File: config.mk
export PLATFORM = sky130hd
export DESIGN_NAME = lsu_flat
export DESIGN_NICKNAME = d
export VERILOG_FILES = /design/src/rtl/lsu_if.sv /design/src/rtl/lsu.sv /design/src/flat_wrapper.sv
export SDC_FILE = /design/constraint.sdc
export NUM_CORES = 1
export LEC_CHECK = 0
export ABC_AREA = 1
export CORE_ASPECT_RATIO = 1.2
export CORE_MARGIN = 2
export CORE_UTILIZATION = 30
export DETAILED_ROUTE_END_ITERATION = 8
export GPL_TIMING_DRIVEN = 0
export SYNTH_ARGS = -nofsm -noshare
export SYNTH_HDL_FRONTEND = slang
export SYNTH_SLANG_ARGS = --single-unit
File: constraint.sdc
create_clock -name clk -period 10.4 [get_ports clk]
set_input_delay 3.12 -clock clk [delete_from_list [all_inputs] [get_ports clk]]
set_output_delay 3.12 -clock clk [all_outputs]
set_load 0.005 [all_outputs]
File: src/rtl/lsu_if.sv
// rtl/lsu_if.sv - core request and data-memory handshake bundle for the load/store unit
// slave is the LSU side; master is the core/memory side that drives requests and responses.
interface lsu_if #(
    parameter int WIDTH = 32
);
    logic             req_valid;
    logic             req_we;
    logic [2:0]       req_funct3;
    logic [WIDTH-1:0] req_addr;
    logic [WIDTH-1:0] req_wdata;
    logic             busy;
    logic             done;
    logic             err;
    logic [WIDTH-1:0] rdata;
    logic             dmem_req;
    logic             dmem_we;
    logic [WIDTH-1:0] dmem_addr;
    logic [3:0]       dmem_be;
    logic [WIDTH-1:0] dmem_wdata;
    logic             dmem_gnt;
    logic             dmem_rvalid;
    logic [WIDTH-1:0] dmem_rdata;

    modport slave (
        input  req_valid, req_we, req_funct3, req_addr, req_wdata,
        input  dmem_gnt, dmem_rvalid, dmem_rdata,
        output busy, done, err, rdata,
        output dmem_req, dmem_we, dmem_addr, dmem_be, dmem_wdata
    );

    modport master (
        output req_valid, req_we, req_funct3, req_addr, req_wdata,
        output dmem_gnt, dmem_rvalid, dmem_rdata,
        input  busy, done, err, rdata,
        input  dmem_req, dmem_we, dmem_addr, dmem_be, dmem_wdata
    );
endinterface

File: src/rtl/lsu.sv
// rtl/lsu.sv - load/store unit: checks, issues and completes one data-memory access per request
// Rejected accesses complete in one cycle with err and never touch memory.
module lsu #(
    parameter int WIDTH = 32
) (
    input  logic  clk,
    input  logic  reset,
    lsu_if.slave  bus
);
    typedef enum logic [1:0] {IDLE, REQ, WAIT, DONE} state_e;

    state_e           state_q;
    logic             we_q;
    logic [2:0]       funct3_q;
    logic [1:0]       off_q;
    logic             dmem_req_q;
    logic             dmem_we_q;
    logic [WIDTH-1:0] dmem_addr_q;
    logic [3:0]       dmem_be_q;
    logic [WIDTH-1:0] dmem_wdata_q;
    logic             done_q;
    logic             err_q;
    logic [WIDTH-1:0] rdata_q;

    logic             illegal;
    logic             misaligned;
    logic [3:0]       dmem_be_d;
    logic [WIDTH-1:0] dmem_wdata_d;
    logic [WIDTH-1:0] dmem_addr_d;
    logic [WIDTH-1:0] lane;
    logic [WIDTH-1:0] rdata_d;

    always_comb begin
        if (bus.req_we)
            illegal = bus.req_funct3[2] | (bus.req_funct3[1:0] == 2'b11);
        else
            illegal = (bus.req_funct3 == 3'b011) | (bus.req_funct3[2:1] == 2'b11);

        case (bus.req_funct3[1:0])
            2'b01:   misaligned = bus.req_addr[0];
            2'b10:   misaligned = |bus.req_addr[1:0];
            default: misaligned = 1'b0;
        endcase

        // Sub-word stores replicate so every lane carries the data; be picks the real one.
        case (bus.req_funct3[1:0])
            2'b00: begin
                dmem_be_d    = 4'b0001 << bus.req_addr[1:0];
                dmem_wdata_d = {4{bus.req_wdata[7:0]}};
            end
            2'b01: begin
                dmem_be_d    = 4'b0011 << bus.req_addr[1:0];
                dmem_wdata_d = {2{bus.req_wdata[15:0]}};
            end
            default: begin
                dmem_be_d    = 4'b1111;
                dmem_wdata_d = bus.req_wdata;
            end
        endcase

        dmem_addr_d = {bus.req_addr[WIDTH-1:2], 2'b00};
    end

    assign lane = bus.dmem_rdata >> {off_q, 3'b000};

    always_comb begin
        case (funct3_q)
            3'b000:  rdata_d = {{(WIDTH-8){lane[7]}}, lane[7:0]};
            3'b100:  rdata_d = {{(WIDTH-8){1'b0}}, lane[7:0]};
            3'b001:  rdata_d = {{(WIDTH-16){lane[15]}}, lane[15:0]};
            3'b101:  rdata_d = {{(WIDTH-16){1'b0}}, lane[15:0]};
            default: rdata_d = lane;
        endcase
    end

    always_ff @(posedge clk or posedge reset) begin
        if (reset) begin
            state_q      <= IDLE;
            we_q         <= 1'b0;
            funct3_q     <= 3'b000;
            off_q        <= 2'b00;
            dmem_req_q   <= 1'b0;
            dmem_we_q    <= 1'b0;
            dmem_addr_q  <= '0;
            dmem_be_q    <= 4'b0000;
            dmem_wdata_q <= '0;
            done_q       <= 1'b0;
            err_q        <= 1'b0;
            rdata_q      <= '0;
        end else begin
            case (state_q)
                IDLE: begin
                    done_q <= 1'b0;
                    if (bus.req_valid) begin
                        if (illegal || misaligned) begin
                            err_q   <= 1'b1;
                            done_q  <= 1'b1;
                            state_q <= DONE;
                        end else begin
                            we_q         <= bus.req_we;
                            funct3_q     <= bus.req_funct3;
                            off_q        <= bus.req_addr[1:0];
                            dmem_req_q   <= 1'b1;
                            dmem_we_q    <= bus.req_we;
                            dmem_addr_q  <= dmem_addr_d;
                            dmem_be_q    <= dmem_be_d;
                            dmem_wdata_q <= dmem_wdata_d;
                            state_q      <= REQ;
                        end
                    end
                end
                REQ: begin
                    if (bus.dmem_gnt) begin
                        dmem_req_q <= 1'b0;
                        if (we_q) begin
                            err_q   <= 1'b0;
                            done_q  <= 1'b1;
                            state_q <= DONE;
                        end else begin
                            state_q <= WAIT;
                        end
                    end
                end
                WAIT: begin
                    if (bus.dmem_rvalid) begin
                        rdata_q <= rdata_d;
                        err_q   <= 1'b0;
                        done_q  <= 1'b1;
                        state_q <= DONE;
                    end
                end
                DONE: begin
                    done_q  <= 1'b0;
                    state_q <= IDLE;
                end
                default: state_q <= IDLE;
            endcase
        end
    end

    assign bus.busy       = bus.req_valid & ~done_q;
    assign bus.done       = done_q;
    assign bus.err        = err_q;
    assign bus.rdata      = rdata_q;
    assign bus.dmem_req   = dmem_req_q;
    assign bus.dmem_we    = dmem_we_q;
    assign bus.dmem_addr  = dmem_addr_q;
    assign bus.dmem_be    = dmem_be_q;
    assign bus.dmem_wdata = dmem_wdata_q;
endmodule

File: src/flat_wrapper.sv
// flat-port wrapper written by rule: the top's interface ports become plain ports
module lsu_flat 
#(
    parameter int WIDTH = 32
)
  (clk, reset, bus_req_valid, bus_req_we, bus_req_funct3, bus_req_addr, bus_req_wdata, bus_dmem_gnt, bus_dmem_rvalid, bus_dmem_rdata, bus_busy, bus_done, bus_err, bus_rdata, bus_dmem_req, bus_dmem_we, bus_dmem_addr, bus_dmem_be, bus_dmem_wdata);
  lsu_if #(.WIDTH(WIDTH)) bus_i ();
  input  logic clk;
  input  logic reset;
  input wire logic [$bits(bus_i.req_valid)-1:0] bus_req_valid;
  input wire logic [$bits(bus_i.req_we)-1:0] bus_req_we;
  input wire logic [$bits(bus_i.req_funct3)-1:0] bus_req_funct3;
  input wire logic [$bits(bus_i.req_addr)-1:0] bus_req_addr;
  input wire logic [$bits(bus_i.req_wdata)-1:0] bus_req_wdata;
  input wire logic [$bits(bus_i.dmem_gnt)-1:0] bus_dmem_gnt;
  input wire logic [$bits(bus_i.dmem_rvalid)-1:0] bus_dmem_rvalid;
  input wire logic [$bits(bus_i.dmem_rdata)-1:0] bus_dmem_rdata;
  output wire logic [$bits(bus_i.busy)-1:0] bus_busy;
  output wire logic [$bits(bus_i.done)-1:0] bus_done;
  output wire logic [$bits(bus_i.err)-1:0] bus_err;
  output wire logic [$bits(bus_i.rdata)-1:0] bus_rdata;
  output wire logic [$bits(bus_i.dmem_req)-1:0] bus_dmem_req;
  output wire logic [$bits(bus_i.dmem_we)-1:0] bus_dmem_we;
  output wire logic [$bits(bus_i.dmem_addr)-1:0] bus_dmem_addr;
  output wire logic [$bits(bus_i.dmem_be)-1:0] bus_dmem_be;
  output wire logic [$bits(bus_i.dmem_wdata)-1:0] bus_dmem_wdata;
  assign bus_i.req_valid = bus_req_valid;
  assign bus_i.req_we = bus_req_we;
  assign bus_i.req_funct3 = bus_req_funct3;
  assign bus_i.req_addr = bus_req_addr;
  assign bus_i.req_wdata = bus_req_wdata;
  assign bus_i.dmem_gnt = bus_dmem_gnt;
  assign bus_i.dmem_rvalid = bus_dmem_rvalid;
  assign bus_i.dmem_rdata = bus_dmem_rdata;
  assign bus_busy = bus_i.busy;
  assign bus_done = bus_i.done;
  assign bus_err = bus_i.err;
  assign bus_rdata = bus_i.rdata;
  assign bus_dmem_req = bus_i.dmem_req;
  assign bus_dmem_we = bus_i.dmem_we;
  assign bus_dmem_addr = bus_i.dmem_addr;
  assign bus_dmem_be = bus_i.dmem_be;
  assign bus_dmem_wdata = bus_i.dmem_wdata;
  lsu #(.WIDTH(WIDTH)) u_core (.clk(clk), .reset(reset), .bus(bus_i));
endmodule
==> metrics.log, run 1 <==
INFO  metric status = finished, final reports clean
INFO  metric root_buffer = clkbuf_16
INFO  metric netlist_top_cells_count = nand2_1 (295), dfrtp_1 (109), nand3_1 (109)
INFO  metric rsz0062_at_grt = false
INFO  metric detailroute.via_count = 5623
INFO  metric syn2layout_area_growth = 47.36%
INFO  metric drt-pass1-iter-count = 5
INFO  metric fin_setup_tns = 0 ns
INFO  metric cts_hold_repair.buffers = 0
INFO  metric power.static_leakage = 4.190 nW
INFO  metric cts.path.max_buffers = 2
INFO  metric pwr_density_cell = 264.4 mW/mm2
INFO  metric crit_path_top_delay_cell = clkdlybuf4s50_1
INFO  metric placementRows = 55
INFO  metric drc = 0
INFO  metric io_pins = 210
INFO  metric synthTopCellsByArea = dfrtp_1 (48%), nand2_1 (19%), nand3_1 (9.6%)
INFO  metric numCtsBuffers = 9
INFO  metric post_synth_fa_ha_maj_area_fraction = 1.974%
INFO  metric route.final.wire_length = 18700 um
INFO  metric utilization = 44.91%
INFO  metric placement.io_buffers = 207
INFO  metric synth_enable_flop_cells = 0
INFO  metric synthDominantAreaCellType = dfrtp_1
INFO  metric synth_top_family_by_area = simple AND/OR/NAND/NOR gates
INFO  metric critPathMostFrequentCell = clkdlybuf4s50_1
INFO  metric yosys_warnings = 0
INFO  metric synth.area.mux_share = 0%
INFO  metric cap_viol_max_count = 0
INFO  metric cts_max_level = 3
INFO  metric num-fill-cells = 1973
INFO  metric r2r_start = u_core.state_q[0]
INFO  metric irDropWorstVdd = 0.09465 mV
INFO  metric cpPeakStageDelay = 0.53 ns
INFO  metric postSynth.topFlopCell = dfrtp_1
INFO  metric critPathRequiredTime = 7.28 ns
INFO  metric synth_cell_types = 26
INFO  metric clock_sink_count = 109
INFO  metric die-area = 0.02014 mm2
INFO  metric whs = 0.4728 ns
INFO  metric clock_tree_from_tritoncts = built
INFO  metric antenna_violating_nets_post_route = 0
INFO  metric grt_usage = 18.64%
INFO  metric final_max_slew_viol_count = 0
INFO  metric pin_count_of_the_biggest_net_entering_global_routing = 80
INFO  metric worstSetupEndpointType = output port
INFO  metric initial_utilization = 30.47%
INFO  metric post_cts.repair.setup_buffers = 0
INFO  metric design.core.area = 0.01872 mm2
INFO  metric synth_largest_type_area_fraction = 47.82%
INFO  metric nNetsFinal = 1108
INFO  metric critical_path.startpoint_type = input pin
INFO  metric synthesis.area_per_instance = 7.370 um2
INFO  metric critical_path_arrival = 4.32 ns
INFO  metric worstReg2RegEnd = u_core.bus.dmem_be[3]
INFO  metric worst-slew-pin-transition = 0.5446 ns
INFO  metric yosysMostFrequentCell = nand2_1
INFO  metric setup.worst_path.end = bus_busy
INFO  metric grt_overflow_total = 0
INFO  metric clk-insertion-delay-late = 0.36 ns
INFO  metric die_height = 155.1 um
INFO  metric finalSetupViolations = 0
INFO  metric timing.final.crit_share = 71.52%
INFO  metric initial_antenna_violation_count = 0
INFO  metric r2r.worst_path.cells = 8
INFO  metric worst_hold_path_type = flop to flop
INFO  metric worst_path_cell_trace = clkdlybuf4s50_1, inv_1, nor2_1, clkdlybuf4s50_1
INFO  metric path_max_fanout = 3
INFO  metric max-slew-margin-rel = 63.69%
INFO  metric drive_gt1_share = 7.515%
INFO  metric hold_viol_final = 0
INFO  metric post-dp-hpwl = 14500 um
INFO  metric post_dp_cell_area = 0.008133 mm2
INFO  metric synth_area = 0.005704 mm2
INFO  metric resized_gates_after_cts = 0
INFO  metric setup.reg_to_reg.worst_slack = 8.49 ns
INFO  metric grt_first_pass_wirelength = 29120 um
INFO  metric grt_pass1_vias = 5431
INFO  metric antenna_cells_inserted = 0
INFO  metric skew = 0.01291 ns
INFO  metric netlist_instances = 774
INFO  metric fp.dieW = 129.9 um
INFO  metric synth-xor-area-share = 0%
INFO  metric route.detailed.wl_per_inst = 14.91 um
INFO  metric synth_compound_area_share = 7.546%
INFO  metric achievable-frequency = 0.1344 GHz
INFO  metric post_synth_and_or_nand_nor_area_fraction = 33.76%
INFO  metric final_weighted_congestion_in_routability_driven_placement = 0.9007
INFO  metric drt_first_iter_violations = 369
INFO  metric synth-seq-cells = 109
INFO  metric worst-setup-path-type = input pin to output port
INFO  metric synth.yosys.seq_area_share = 47.82%
INFO  metric async_flop_share = 100.0%
INFO  metric final_design_area_no_fill = 0.008406 mm2
INFO  metric average_vias_per_placed_instance = 4.484
INFO  metric setup.worst_path.start = bus_req_valid
INFO  metric layout_min_cycle_time = 7.438 ns
INFO  metric path_clk_slew = 0.08 ns
-- cell usage in the layout, fill, tap and decap left out, types with 11 or more instances in the layout --
cell type	count
a21oi_1	17
buf_2	28
clkbuf_1	18
clkdlybuf4s50_1	207
dfrtp_1	109
inv_1	73
nand2_1	295
nand3_1	109
nor2_1	20
o211ai_1	11
o21ai_0	37
or2_2	24
-- state kept, by name (all words and copies together) (netlist names) --
| name | flops |
|---|---|
| u_core.bus.dmem_we | 1 |
| u_core.bus.err | 1 |
| u_core.bus.dmem_addr | 30 |
| u_core.bus.dmem_be | 4 |
| u_core.state_q | 2 |
| u_core.off_q | 2 |
| u_core.bus.dmem_req | 1 |
| u_core.bus.done | 1 |
| u_core.funct3_q | 3 |
| u_core.bus.dmem_wdata | 32 |
| u_core.bus.rdata | 32 |
-- metrics by stage --
step | setup WS [ns] | power [W] | cells
after floorplan | 4.033 | 0.001289 | 775
after global placement | 2.428 | 0.001891 | 1238
after detailed placement | 2.944 | 0.001906 | 1239
after CTS | 2.939 | 0.002250 | 1254
after global routing | 2.884 | 0.002408 | 1254
final | 2.962 | 0.002222 | 1254
-- cell families (layout without fill, tap and decap cells) --
logic type               count (synthesis)  count (layout)
AND/OR/NAND/NOR                        455             455
buffers and inverters                  123             346
flip-flops                             109             109
AO/OA/AOI/OAI                           77              77
adder cells (fa/ha/maj)                  9               9
other                                    1               2
-- critical path, delay by kind of cell --
family / cells / cell delay, ns
buf+inv: 3 / 1.11
simple gates: 1 / 0.09
-- area by class of cell --
| class | instances | area (um2) | area share, % |
|---|---|---|---|
| Tap cell | 256 | 320.3 | 3.811 |
| Clock buffer | 10 | 229.0 | 2.724 |
| Multi-Input combinational cell | 543 | 2476 | 29.46 |
| Timing Repair Buffer | 208 | 2100 | 24.98 |
| Buffer | 48 | 222.7 | 2.650 |
| Clock inverter | 5 | 43.79 | 0.5210 |
| Sequential cell | 109 | 2728 | 32.45 |
| Inverter | 75 | 286.5 | 3.409 |
-- routing by layer --
layer | vias to the layer above | track usage [%] | part of all wire (%)
li1 | 2880 | - | -
met1 | 2519 | 23.62 | 42
met2 | 196 | 30.74 | 48
met3 | 28 | 3.920 | 6.8
met4 | 0 | 7.732 | 2.6
met5 | - | 0 | 0
-- power by group --
group	internal [W]	switching, W
clock network	0.000165	0.000170
logic	0.000593	0.000540
registers	0.000636	0.000119
total	0.00139	0.000828
-- worst min-delay path by stage --
stage,startpoint,end,cells past startpoint
after CTS,u_core.bus.dmem_wdata[29],u_core.bus.dmem_wdata[29],2
after detailed placement,u_core.bus.dmem_wdata[29],u_core.bus.dmem_wdata[29],2
after floorplan,u_core.funct3_q[0],u_core.funct3_q[0],2
after global routing,u_core.bus.dmem_addr[3],u_core.bus.dmem_addr[3],2
after global placement,u_core.bus.dmem_wdata[29],u_core.bus.dmem_wdata[29],2
final,u_core.bus.dmem_wdata[20],u_core.bus.dmem_wdata[20],2
Note: power is estimated with default switching activity, not from simulation.
==> inputs of run 2 (changes only) <==
- clock period: 10.4 -> 7.6 ns (I/O delays scaled with it)
==> results of run 2 <==
Same layout as run 1 (identical final DEF). Status: finished, final reports clean.
Main changes from that run: setup slack after placement 2.944 ns -> 1.824 ns; setup slack after layout 2.962 ns -> 1.842 ns; register-to-register setup slack 8.49 ns -> 5.69 ns; total power 0.002222 W -> 0.003041 W; worst IR drop on VDD 0.09465 mV -> 0.1295 mV
